$ cat src/rtl/serial_addsub.sv
// Bit-serial adder/subtractor: one full-adder cell plus a registered carry, LSB first.
// Latency: o_done pulses WIDTH edges after the accepting start edge; one op per WIDTH+2 cycles.
// Backpressure: none; i_start is only honoured in IDLE, ignored while busy or during done.
//
// Ports:
//   i_clk, i_rst         rising-edge clock, synchronous active-high reset
//   i_start              start strobe (sampled in IDLE only)
//   i_A, i_B, i_Cin      operands and add-mode carry-in, captured on accepted start
//   i_Sub                0 = A+B+Cin, 1 = A-B (Cin ignored), captured on accepted start
//   o_busy               high for the WIDTH cycles of a computation
//   o_done               one-cycle pulse when results are valid
//   o_Sum, o_Cout, o_Ovf result, final carry (NOT borrow in sub mode), signed overflow;
//                        held until the next operation completes
module serial_addsub #(
    parameter int WIDTH = 8
) (
    input  logic             i_clk,
    input  logic             i_rst,
    input  logic             i_start,
    input  logic [WIDTH-1:0] i_A,
    input  logic [WIDTH-1:0] i_B,
    input  logic             i_Cin,
    input  logic             i_Sub,
    output logic             o_busy,
    output logic             o_done,
    output logic [WIDTH-1:0] o_Sum,
    output logic             o_Cout,
    output logic             o_Ovf
);

    localparam int CW = (WIDTH > 2) ? $clog2(WIDTH) : 1;
    localparam logic [CW-1:0] LAST = CW'(WIDTH - 1);

    typedef enum logic [1:0] {
        S_IDLE = 2'd0,
        S_RUN  = 2'd1,
        S_DONE = 2'd2
    } state_t;

    state_t           r_state;
    state_t           w_next;

    logic [WIDTH-1:0] r_a_sh;
    logic [WIDTH-1:0] r_b_sh;
    logic             r_carry;
    logic [CW-1:0]    r_cnt;
    // Partial result: WIDTH-1 bits suffice because the final bit is merged
    // combinationally on the last edge straight into the output register.
    logic [WIDTH-2:0] r_res;
    logic [WIDTH-1:0] r_sum;
    logic             r_cout;
    logic             r_ovf;

    logic             w_s;
    logic             w_c;
    logic             w_last;
    logic [WIDTH-1:0] w_res_nxt;

    // Full-adder cell on the current LSBs.
    assign w_s       = r_a_sh[0] ^ r_b_sh[0] ^ r_carry;
    assign w_c       = (r_a_sh[0] & r_b_sh[0]) | (r_a_sh[0] & r_carry) | (r_b_sh[0] & r_carry);
    assign w_last    = (r_cnt == LAST);
    assign w_res_nxt = {w_s, r_res};

    // State register
    always_ff @(posedge i_clk) begin
        if (i_rst) begin
            r_state <= S_IDLE;
        end else begin
            r_state <= w_next;
        end
    end

    // Next-state logic
    always_comb begin
        w_next = r_state;
        case (r_state)
            S_IDLE:  if (i_start) w_next = S_RUN;
            S_RUN:   if (w_last) w_next = S_DONE;
            S_DONE:  w_next = S_IDLE;
            default: w_next = S_IDLE;
        endcase
    end

    // Output decode
    always_comb begin
        o_busy = 1'b0;
        o_done = 1'b0;
        case (r_state)
            S_RUN:   o_busy = 1'b1;
            S_DONE:  o_done = 1'b1;
            default: begin
                o_busy = 1'b0;
                o_done = 1'b0;
            end
        endcase
    end

    // Datapath
    always_ff @(posedge i_clk) begin
        if (i_rst) begin
            r_a_sh  <= '0;
            r_b_sh  <= '0;
            r_carry <= 1'b0;
            r_cnt   <= '0;
            r_res   <= '0;
            r_sum   <= '0;
            r_cout  <= 1'b0;
            r_ovf   <= 1'b0;
        end else begin
            case (r_state)
                S_IDLE: begin
                    if (i_start) begin
                        // Subtraction as A + ~B + 1: invert B and force carry-in.
                        r_a_sh  <= i_A;
                        r_b_sh  <= i_Sub ? ~i_B : i_B;
                        r_carry <= i_Sub ? 1'b1 : i_Cin;
                        r_cnt   <= '0;
                        r_res   <= '0;
                    end
                end
                S_RUN: begin
                    r_a_sh  <= r_a_sh >> 1;
                    r_b_sh  <= r_b_sh >> 1;
                    r_carry <= w_c;
                    r_cnt   <= r_cnt + 1'b1;
                    r_res   <= w_res_nxt[WIDTH-1:1];
                    if (w_last) begin
                        r_sum  <= w_res_nxt;
                        r_cout <= w_c;
                        // r_carry here is the carry into the MSB.
                        r_ovf  <= w_c ^ r_carry;
                    end
                end
                default: begin
                end
            endcase
        end
    end

    assign o_Sum  = r_sum;
    assign o_Cout = r_cout;
    assign o_Ovf  = r_ovf;

endmodule

$ cat config.mk
export PLATFORM = sky130hd
export DESIGN_NAME = serial_addsub
export DESIGN_NICKNAME = d
export VERILOG_FILES = /design/src/rtl/serial_addsub.sv
export SDC_FILE = /design/constraint.sdc
export NUM_CORES = 1
export LEC_CHECK = 0
export CORE_MARGIN = 1
export CORE_UTILIZATION = 45
export DETAILED_ROUTE_END_ITERATION = 10
export PLACE_DENSITY = 0.74
export SETUP_SLACK_MARGIN = 0.15
export SKIP_CTS_REPAIR_TIMING = 1
export SLEW_MARGIN = 15
export SYNTH_ARGS = -nofsm -noshare
export SYNTH_HDL_FRONTEND = slang
export SYNTH_SLANG_ARGS = --single-unit
$ cat constraint.sdc
create_clock -name i_clk -period 1.2 [get_ports i_clk]
set_input_delay 0.24 -clock i_clk [delete_from_list [all_inputs] [get_ports i_clk]]
set_output_delay 0.24 -clock i_clk [all_outputs]
set_load 0.05 [all_outputs]
==> results_dict.tcl <==
set metrics [dict create \
    fillers 170 \
    synth-edff-count 0 \
    synth_cell_types 32 \
    cp_top_family "flip-flops" \
    period_minus_slack_ns 1.41 \
    clock-sinks 39 \
    cts_tree "yes" \
    dr.first_iter.drc_count 102 \
    grt_overflow 0 \
    vias 1608 \
    rsz0062_at_grt "true" \
    slowest_stage "dfxtp_4" \
    netlist.area_leader.share_pct 46.7 \
    via_per_inst 5.60 \
    start_util_pct 48.6 \
    peakVddDrop_v 0.000739 \
    diodes 0 \
    p_total_uw 2920 \
    wl_um 5560 \
    yosysWarnings 0 \
    port_buffers 32 \
    synth_ff_type "dfxtp_1" \
    crit_buf_inv 2 \
    status "finished with violations" \
    core_sq_um 3440 \
    synth_seq_area_share_pct 46.7 \
    synthArstFlopShare_pct 0 \
    grt_pass1_wl_um 6670 \
    dieWidth_um 63.0 \
    clk_pin_slew_ns 0.08 \
    cp_max_fo 7 \
    fin_ws_ns -0.208 \
    drtAntennaViolNets 0 \
    cts_max_level 2 \
    violations "negative setup slack" \
    relSlewSlack_pct 79.2 \
    critical_path_arrival_ns 1.17 \
    die_area_sq_um 3970 \
    tightest_slew_ns 0.312 \
    timing.fmax_mhz 710 \
    syn-cell-area_sq_um 1670 \
    worstPathRequired_ns 0.96 \
    grt_max_degree 18 \
    post-route-period-util_pct 117 \
    critPathMaxStageDelay_ns 0.41 \
    die_h_um 63.0 \
    synth.avg_cell_area_sq_um 9.61 \
    clockRootBuffer "clkbuf_8" \
    cp-start-kind "register" \
    nNetsFinal 264 \
    ys_seq_elements 39 \
    finClkSkew_ns 0.00660 \
    endpoint_kind "output port" \
    drc 0 \
    grt.total_usage_pct 22.3 \
    final_hold_viol_count 0 \
    cts_buffers 5 \
    first_global_vias 1471 \
    yosys.area.top_type "dfxtp_1" \
    drive_gt1_share_pct 58.1 \
    syn_inst 174 \
    rows 21 \
    cts_max_path_buffers 2 \
    synthTopCellsByArea "dfxtp_1, a22oi_1, nor2_1, a21oi_2, xnor2_1" \
    insertion_delay_ns 0.30 \
    areaGrowthSynthToFinish_pct 72.8 \
    path_common_cell "buf_12" \
    crit_chain "nor2b_4 > buf_12 > buf_12" \
    dr.pass1.iters 4 \
    whs_ns 0.482 \
    finalSetupViolCount 28 \
    dp_cells 260 \
    max-cap-violations 0 \
    grt_antenna_before_repair 0 \
    gp_congestion 0.757 \
    syn-num-nets 198 \
    power.density_nw_per_um2 1010 \
    slew_violations 0 \
    io_pins 33 \
    dp_hpwl_um 2960 \
    instances_no_fill 287 \
    avgRoutedWirePerCell_um 19.4 \
    p_leak_uw 0.00112 \
    hold_path_class "register to register" \
    critPathKind "register to output port" \
]
==> cells in the final DEF, fill, tap and decap left out, drive strengths merged <==
master	synthesis	final
nand2b	2	2
nor3b	2	2
buf	7	52
o21ai	1	1
ha	2	2
o31ai	1	1
a2bb2oi	1	1
and3b	1	1
o21bai	1	1
clkdlybuf4s50	0	19
nand2	18	18
dlymetal6s2s	0	1
fa	1	1
clkinvlp	0	1
a211oi	9	9
xnor2	8	8
nor2b	1	1
a21oi	9	9
a22oi	18	18
clkbuf	6	7
o2bb2ai	4	4
o22ai	10	10
xor2	1	1
o21ba	1	1
nand3b	2	2
nor2	27	27
dfxtp	39	39
clkinv	0	1
inv	2	1
==> cell families after synthesis <==
group / synth area share [%]
flops: 46.7
xor+xnor: 4.71
buf+inv: 5.76
fa+ha+maj: 2.69
compound gates: 25.2
simple gates: 15.0
==> cell usage after synthesis (2+ instances only) <==
cell type / number
clkbuf_1: 5
ha_1: 2
a211oi_1: 9
a21oi_2: 9
buf_6: 4
dfxtp_1: 39
a22oi_1: 18
nand2_1: 16
o22ai_1: 10
nand2_2: 2
buf_4: 2
xnor2_1: 8
inv_1: 2
o2bb2ai_1: 4
nor2_1: 27
==> tightest hold or removal path, delay by kind of cell (launching register included) <==
family,cells,cell delay [ns]
AOI/OAI and AO/OA,1,0.04
DFF,1,0.34
and+or+nand+nor,1,0.07
==> per-stage QoR <==
stage	setup WS [ns]	area, sq um	setup TNS [ns]	utilization [%]
CTS	-0.263	2480	-1.63	72.2
global placement	-0.261	2400	-6.25	69.8
finish	-0.208	2890	-2.28	84.0
global route	-0.247	2890	-3.67	84.0
floorplan	0.0272	1800	0	-
detailed placement	-0.319	2400	-7.72	69.8
==> layer usage <==
metal  track usage, %  up-vias  share of wire (%)
li1                 -      754                  -
met4             11.3        0                3.6
met1             23.4      777                 42
met5                0        -                  0
met3             6.20       19                4.3
met2             40.2       58                 50
==> sequential cells by signal (all words and copies together) (netlist names) <==
register	count
o_Ovf	1
r_cnt	3
r_state	2
o_Sum	8
r_a_sh	8
r_res	7
r_b_sh	8
o_Cout	1
r_carry	1
==> path summary, 6_finish.rpt <==
path                                  from  endpoint  slack [ns]  cells after the start
worst max-delay path            r_state[0]    o_busy       -0.21                      3
worst min register to register    r_res[0]  o_Sum[0]        0.48                      2
worst max register to register    r_cnt[1]  o_Sum[1]       -0.17                      6
worst min-delay path              r_res[0]  o_Sum[0]        0.48                      2
==> report_power, final <==
part	internal (uW)	switching, uW	total (uW)
Clock	408	460	868
Combinational	337	296	633
Sequential	1350	66.7	1420
Total	2100	823	2920
==> layout make-up <==
class / count / area (sq um) / area share, %
sequential: 39 / 815 / 28.2
multi-input combinational: 120 / 1100 / 38.1
tap: 46 / 57.6 / 1.99
clock inverter: 1 / 5.00 / 0.173
timing repair buffer: 72 / 823 / 28.5
clock buffer: 7 / 76.3 / 2.64
inverter: 2 / 11.3 / 0.390
Note: power is estimated with default switching activity, not from simulation.
